`src/rtl/mem_copy_monitor_pkg.sv`:
```
// Shared types and helpers for the multi-channel memory-copy completion monitor.
//   chan_state_t    : per-channel FSM state (SEEK / DONE / TOUT)
//   idx_width()     : marker-index register width for a given marker count
//   wdog_width()    : watchdog counter width for a given timeout limit
//   expected_marker : marker value expected at a given index for a given lane width
//   IDX_W / WDOG_W  : widths for the default configuration (4 markers, 1024 cycles);
//                     modules derive their own widths from their parameters.
package mem_copy_monitor_pkg;

  typedef enum logic [1:0] {
    SEEK = 2'd0,
    DONE = 2'd1,
    TOUT = 2'd2
  } chan_state_t;

  // Lanes wider than this are not supported by expected_marker.
  localparam int unsigned MAX_MEM_BITS = 64;

  function automatic int idx_width(input int markers);
    int w;
    w = $clog2(markers);
    return (w < 1) ? 1 : w;
  endfunction

  function automatic int wdog_width(input int limit);
    int w;
    w = $clog2(limit + 1);
    return (w < 1) ? 1 : w;
  endfunction

  localparam int IDX_W  = idx_width(4);
  localparam int WDOG_W = wdog_width(1024);

  // Even indices expect all-ones, odd indices expect all-zeros.
  function automatic logic [MAX_MEM_BITS-1:0] expected_marker(input int unsigned idx,
                                                             input int unsigned width);
    logic [MAX_MEM_BITS-1:0] ones;
    ones = '0;
    for (int unsigned b = 0; b < MAX_MEM_BITS; b++) begin
      if (b < width) ones[b] = 1'b1;
    end
    return idx[0] ? '0 : ones;
  endfunction

endpackage

```
`src/rtl/mem_copy_channel_fsm.sv`:
```
// One lane of the memory-copy monitor: tracks the alternating marker sequence,
// runs the watchdog and holds the lane's three status flags.
//   clk, rst       : clock, synchronous active-high reset
//   enable         : re-arm/hold at marker index 0 while high
//   lane           : this channel's slice of the memory output
//   transfer_done  : sticky completion flag (registered)
//   done_pulse     : one-cycle pulse when transfer_done rises (registered)
//   timeout        : sticky watchdog-expired flag (registered)
//   done_next      : next-state value of transfer_done (for the top's all_done)
//   pulse_next     : next-state value of done_pulse (for the top's counter)
module mem_copy_channel_fsm
  import mem_copy_monitor_pkg::*;
#(
  parameter int no_of_mem_bits = 2,
  parameter int no_of_markers  = 4,
  parameter int timeout_cycles = 1024
) (
  input  logic                      clk,
  input  logic                      rst,
  input  logic                      enable,
  input  logic [no_of_mem_bits-1:0] lane,
  output logic                      transfer_done,
  output logic                      done_pulse,
  output logic                      timeout,
  output logic                      done_next,
  output logic                      pulse_next
);

  localparam int IW = idx_width(no_of_markers);
  localparam int WW = wdog_width(timeout_cycles);
  localparam logic [IW-1:0] LAST_IDX  = IW'(no_of_markers - 1);
  localparam logic [WW-1:0] WDOG_LAST = WW'((timeout_cycles > 0) ? timeout_cycles - 1 : 0);
  localparam bit            WDOG_ON   = (timeout_cycles != 0);

  chan_state_t       state, state_nxt;
  logic [IW-1:0]     idx, idx_nxt;
  logic [WW-1:0]     wdog, wdog_nxt;
  logic              hit;
  logic              tout_nxt;

  assign hit = (lane == no_of_mem_bits'(expected_marker(int'(idx), no_of_mem_bits)));

  always_comb begin
    state_nxt = state;
    idx_nxt   = idx;
    wdog_nxt  = wdog;
    if (rst || enable) begin
      state_nxt = SEEK;
      idx_nxt   = '0;
      wdog_nxt  = '0;
    end else begin
      unique case (state)
        SEEK: begin
          // Completion is tested before expiry so a final marker on the
          // expiry cycle still counts as done.
          if (hit && idx == LAST_IDX) begin
            state_nxt = DONE;
          end else begin
            if (hit) idx_nxt = idx + 1'b1;
            if (WDOG_ON) begin
              if (wdog == WDOG_LAST) state_nxt = TOUT;
              else                   wdog_nxt  = wdog + 1'b1;
            end
          end
        end
        DONE:    state_nxt = DONE;
        TOUT:    state_nxt = TOUT;
        default: begin
          state_nxt = SEEK;
          idx_nxt   = '0;
          wdog_nxt  = '0;
        end
      endcase
    end
    done_next  = (state_nxt == DONE);
    tout_nxt   = (state_nxt == TOUT);
    pulse_next = (state == SEEK) && (state_nxt == DONE);
  end

  always_ff @(posedge clk) begin
    if (rst) begin
      state         <= SEEK;
      idx           <= '0;
      wdog          <= '0;
      transfer_done <= 1'b0;
      done_pulse    <= 1'b0;
      timeout       <= 1'b0;
    end else begin
      state         <= state_nxt;
      idx           <= idx_nxt;
      wdog          <= wdog_nxt;
      transfer_done <= done_next;
      done_pulse    <= pulse_next;
      timeout       <= tout_nxt;
    end
  end

endmodule

```
`src/rtl/mem_copy_monitor.sv`:
```
// Multi-channel memory-copy completion monitor. Each channel watches its lane
// of the memory output for the alternating all-ones/all-zeros marker sequence.
//   clk, rst       : clock, synchronous active-high reset
//   enable         : per-channel re-arm/hold
//   data_in        : channel c occupies [c*no_of_mem_bits +: no_of_mem_bits]
//   transfer_done  : sticky per-channel done
//   done_pulse     : per-channel one-cycle done pulse
//   timeout        : sticky per-channel watchdog flag
//   all_done       : AND of transfer_done
//   transfer_count : saturating count of done pulses since rst
module mem_copy_monitor
  import mem_copy_monitor_pkg::*;
#(
  parameter int no_of_mem_bits = 2,
  parameter int no_of_channels = 4,
  parameter int no_of_markers  = 4,
  parameter int timeout_cycles = 1024,
  parameter int count_width    = 8
) (
  input  logic                                     clk,
  input  logic                                     rst,
  input  logic [no_of_channels-1:0]                enable,
  input  logic [no_of_channels*no_of_mem_bits-1:0] data_in,
  output logic [no_of_channels-1:0]                transfer_done,
  output logic [no_of_channels-1:0]                done_pulse,
  output logic [no_of_channels-1:0]                timeout,
  output logic                                     all_done,
  output logic [count_width-1:0]                   transfer_count
);

  localparam int POP_W = $clog2(no_of_channels + 1);
  localparam int SUM_W = ((count_width > POP_W) ? count_width : POP_W) + 1;
  localparam logic [SUM_W-1:0] CNT_MAX = SUM_W'({count_width{1'b1}});

  logic [no_of_channels-1:0] done_next;
  logic [no_of_channels-1:0] pulse_next;
  logic [POP_W-1:0]          pop;
  logic [SUM_W-1:0]          sum;
  logic [count_width-1:0]    count_nxt;

  for (genvar c = 0; c < no_of_channels; c++) begin : g_chan
    mem_copy_channel_fsm #(
      .no_of_mem_bits (no_of_mem_bits),
      .no_of_markers  (no_of_markers),
      .timeout_cycles (timeout_cycles)
    ) u_fsm (
      .clk           (clk),
      .rst           (rst),
      .enable        (enable[c]),
      .lane          (data_in[c*no_of_mem_bits +: no_of_mem_bits]),
      .transfer_done (transfer_done[c]),
      .done_pulse    (done_pulse[c]),
      .timeout       (timeout[c]),
      .done_next     (done_next[c]),
      .pulse_next    (pulse_next[c])
    );
  end

  // Counting next-state pulses keeps the counter in step with done_pulse and
  // credits simultaneous completions individually.
  always_comb begin
    pop = '0;
    for (int unsigned c = 0; c < no_of_channels; c++) begin
      pop = pop + POP_W'(pulse_next[c]);
    end
    sum       = SUM_W'(transfer_count) + SUM_W'(pop);
    count_nxt = (sum > CNT_MAX) ? count_width'(CNT_MAX) : count_width'(sum);
  end

  always_ff @(posedge clk) begin
    if (rst) begin
      all_done       <= 1'b0;
      transfer_count <= '0;
    end else begin
      all_done       <= &done_next;
      transfer_count <= count_nxt;
    end
  end

endmodule

```
`config.mk`:
```
export PLATFORM = sky130hd
export DESIGN_NAME = mem_copy_monitor
export DESIGN_NICKNAME = d
export VERILOG_FILES = /design/src/rtl/mem_copy_monitor_pkg.sv /design/src/rtl/mem_copy_channel_fsm.sv /design/src/rtl/mem_copy_monitor.sv
export SDC_FILE = /design/constraint.sdc
export NUM_CORES = 1
export LEC_CHECK = 0
export ABC_AREA = 1
export ABC_CLOCK_PERIOD_IN_PS = 9800
export CAP_MARGIN = 20
export CORE_MARGIN = 8
export CORE_UTILIZATION = 55
export CTS_BUF_LIST = sky130_fd_sc_hd__clkbuf_8
export DETAILED_ROUTE_END_ITERATION = 10
export GPL_ROUTABILITY_DRIVEN = 0
export GPL_TIMING_DRIVEN = 0
export HOLD_SLACK_MARGIN = 0.1
export PLACE_DENSITY = 0.75
export RECOVER_POWER = 50
export SLEW_MARGIN = 20
export SYNTH_ARGS = -nofsm -noshare
export SYNTH_HDL_FRONTEND = slang
export SYNTH_HIERARCHICAL = 1
export SYNTH_SLANG_ARGS = --single-unit
```
`constraint.sdc`:
```
create_clock -name clk -period 9.8 [get_ports clk]
set_input_delay 2.94 -clock clk [delete_from_list [all_inputs] [get_ports clk]]
set_output_delay 2.94 -clock clk [all_outputs]
set_load 0.05 [all_outputs]
```
==> results.json, run 1 <==
{
  "setup_viol": 0,
  "p_switching_mw": 0.1375,
  "synth-main-ff-cell": "dfxtp_1",
  "multi_input_area_mm2": 0.002788,
  "die_area_mm2": 0.01203,
  "setup.worst_path.class": "in -> reg",
  "drive_gt1_frac": 0.09769,
  "initial_utilization": 0.5587,
  "switching_share": 0.2391,
  "synth_common_cells": "225 x nand2_1, 100 x nor2_1, 88 x inv_1, 81 x dfxtp_1, 54 x nand3_1",
  "synth.cell_area_mm2": 0.004825,
  "fp.dieW_um": 109.7,
  "max_slew_margin": 0.5045,
  "fmax_ghz": 0.1690,
  "status": "finished clean",
  "worst_r2r_endpoint": "transfer_count[5]",
  "antenna_found_initial": 0,
  "postCtsSetupRepairBufs": 0,
  "yosys_register_bits": 81,
  "ys_types": 26,
  "grt_first_pass_wirelength_um": 18700,
  "worstSkewPairLatency_ns": 0.34,
  "ys.warnings.count": 6,
  "avgSynthCellArea_um2": 6.618,
  "ys_seq_area_frac": 0.3361,
  "cts_hold_buf": 0,
  "p_seq_frac": 0.581,
  "r2r-start": "g_chan[0].u_fsm/state[1]",
  "power.internal_mw": 0.4377,
  "hold_viol_final": 0,
  "slew_violations": 0,
  "core_mm2": 0.008636,
  "track_usage": 0.1876,
  "max_cap_viol_count": 0,
  "cp_data_required_time_ns": 10.04,
  "wirelength_um": 10550,
  "fin_util": 0.6313,
  "synth_top_family_by_area": "simple AND/OR/NAND/NOR gates",
  "syn_inst": 729,
  "wl_per_cell_um": 11.90,
  "ant_nets": 0,
  "drc": 0,
  "dp_hpwl_um": 8018,
  "clockPowerShare": 0.369,
  "synth_nets": 759,
  "num-nets-final": 804,
  "synth-edff-count": 0,
  "async_flop_share": 0,
  "initialDrtViolationCount": 218,
  "synth_xor_area_frac": 0.001815,
  "numCtsBuffers": 9,
  "rsz0062_at_grt": "false",
  "antenna_cells": 0,
  "ir_worst_vdd_uv": 76.51,
  "whs_ns": 0.4738,
  "critPathArrivalTime_ns": 6.16,
  "post_cts_resized": 0,
  "syn2layout_area_growth_pct": 12.99,
  "synth.mux.area_fraction": 0,
  "grt_pass1_vias": 4416,
  "synth-simple-area-share": 0.4710,
  "r2r_setup_slack_ns": 6.54,
  "worst_slew_pin_slew_ns": 0.7405,
  "die_h_um": 109.7,
  "end_kind": "flop",
  "grt_max_degree": 13,
  "synth.top_cell.area_share": 0.3361,
  "synth_compound_area_frac": 0.06094,
  "crit_fanout": 11,
  "grt_overflow": 0,
  "yosysMostFrequentCell": "nand2_1",
  "period_minus_slack_ns": 5.917,
  "num_rows": 34,
  "path_clk_slew_ns": 0.08,
  "ys_top_cells_by_area": "dfxtp_1 34%, nand2_1 18%, nor2_1 7.8%, inv_1 6.8%, nand3_1 5.6%",
  "cts_buffer_depth": 2,
  "pwr-share-comb": 0.050,
  "synth_top_area_cell": "dfxtp_1",
  "tns_ns": 0,
  "portBuffers": 34,
  "detail_route.first_pass.iterations": 4,
  "root_buffer": "clkbuf_8",
  "crit_start": "rst",
  "nFillCells": 832,
  "clock_skew_ns": 0.008341,
  "cp-endpoint": "transfer_count[5]",
  "p_leak_nw": 2.388,
  "synthAdderAreaFrac": 0.04616,
  "fin_crit_sh": 0.6038,
  "p_per_area_mw_per_mm2": 105.5,
  "avgViaCountPerCell": 5.148,
  "cts_max_level": 3,
  "startpoint_type": "primary input",
  "hp-class": "reg -> reg",
  "io_pins": 35,
  "r2r_cells": 17,
  "vias": 4561,
  "seq_area_mm2": 0.001622,
  "cts_sinks": 81,
  "cts_tree": "built"
}
[logic make-up (layout without fill, tap and decap cells)]
logic type | after synthesis | in the layout
buffers and inverters | 106 | 155
DFF | 81 | 81
AOI/OAI and AO/OA | 58 | 58
adders and majority gates | 16 | 16
xor gates and xnor gates | 1 | 1
and+or+nand+nor | 467 | 467
[layer usage]
layer / up-vias / track usage / wire (um)
met5: - / 0 / 0
met1: 2103 / 0.2192 / 4927
met2: 59 / 0.3372 / 5187
met3: 9 / 0.03634 / 333
li1: 2390 / - / -
met4: 0 / 0.05786 / 95
[cell usage in the layout, fill, tap and decap left out, drive strengths merged, types with 12 or more instances in the layout]
cell type / count
o21ai: 12
clkdlybuf4s50: 29
ha: 13
nand4: 23
nor2: 124
inv: 97
a21oi: 44
nand3: 55
dfxtp: 81
nand2: 247
[metrics by stage]
stage               total power [mW]  setup slack, ns  area, um^2  cells
floorplan                     0.3598            4.402        4825    729
global placement              0.3698            3.558        5300    871
detailed placement            0.3712            3.536        5300    871
CTS                           0.5824            3.892        5461    886
global route                  0.6012            3.634        5451    886
finish                        0.5753            3.883        5451    886
[power groups by stage]
stage | combinational (mW) | sequential, mW | clock (mW)
after floorplan | 0.0183 | 0.341 | 0
after global placement | 0.0279 | 0.342 | 0
after detailed placement | 0.0291 | 0.342 | 0
after CTS | 0.0292 | 0.334 | 0.219
after global routing | 0.0328 | 0.335 | 0.234
final | 0.0286 | 0.334 | 0.212
[registers in the layout, indices dropped and copies added (netlist names)]
name,flops
transfer_count,8
g_chan.u_fsm/wdog,44
g_chan.u_fsm/transfer_done,4
g_chan.u_fsm/state,8
g_chan.u_fsm/idx,8
g_chan.u_fsm/timeout,4
g_chan.u_fsm/done_pulse,4
all_done,1
[worst max-delay path, cell delays in order]
cell and delay, ns:
dlygate4sd3_1 0.71, nor2_1 0.27, o21ai_0 0.13, inv_1 0.08, nand2_1 0.12, nor3_1 0.23, fa_1 0.46, inv_1 0.08
fa_1 0.15, inv_1 0.07, fa_1 0.40, nand2_1 0.13, clkinv_2 0.10, nand4_4 0.11, nand3_1 0.09, nand2_1 0.06
inv_1 0.04
[worst min-delay path by stage]
stage | slack, ns | cells after the start | endpoint | startpoint
finish | 0.47 | 2 | g_chan[0].u_fsm/idx[1] | g_chan[0].u_fsm/idx[1]
global route | 0.49 | 2 | g_chan[2].u_fsm/idx[1] | g_chan[2].u_fsm/idx[1]
CTS | 0.48 | 2 | g_chan[0].u_fsm/idx[1] | g_chan[0].u_fsm/idx[1]
detailed placement | 0.47 | 2 | g_chan[0].u_fsm/idx[1] | g_chan[0].u_fsm/idx[1]
global placement | 0.46 | 2 | g_chan[0].u_fsm/idx[1] | g_chan[0].u_fsm/idx[1]
floorplan | 0.45 | 2 | g_chan[0].u_fsm/idx[1] | g_chan[0].u_fsm/idx[1]
[area by class of cell]
cell class / count / area share
Multi-Input combinational cell: 542 / 0.5114
Clock inverter: 5 / 0.004361
Sequential cell: 81 / 0.2975
Timing Repair Buffer: 34 / 0.06243
Buffer: 4 / 0.003672
Tap cell: 108 / 0.02479
Inverter: 102 / 0.07069
Clock buffer: 10 / 0.02525
Power figures use the tool's default switching activity.
==> inputs of run 2 (changes only) <==
- ABC_CLOCK_PERIOD_IN_PS: 9800 -> 5700
- clock period: 9.8 -> 5.7 ns (I/O delays scaled with it)
==> results of run 2 <==
Same layout as run 1 (identical final DEF). Status: finished clean.
Main changes from that run: setup slack after placement 3.536 ns -> 0.6660 ns; setup slack after layout 3.883 ns -> 1.013 ns; register-to-register setup slack 6.54 ns -> 2.44 ns; total power 0.5753 mW -> 0.9890 mW; worst IR drop on VDD 76.51 uV -> 131.5 uV
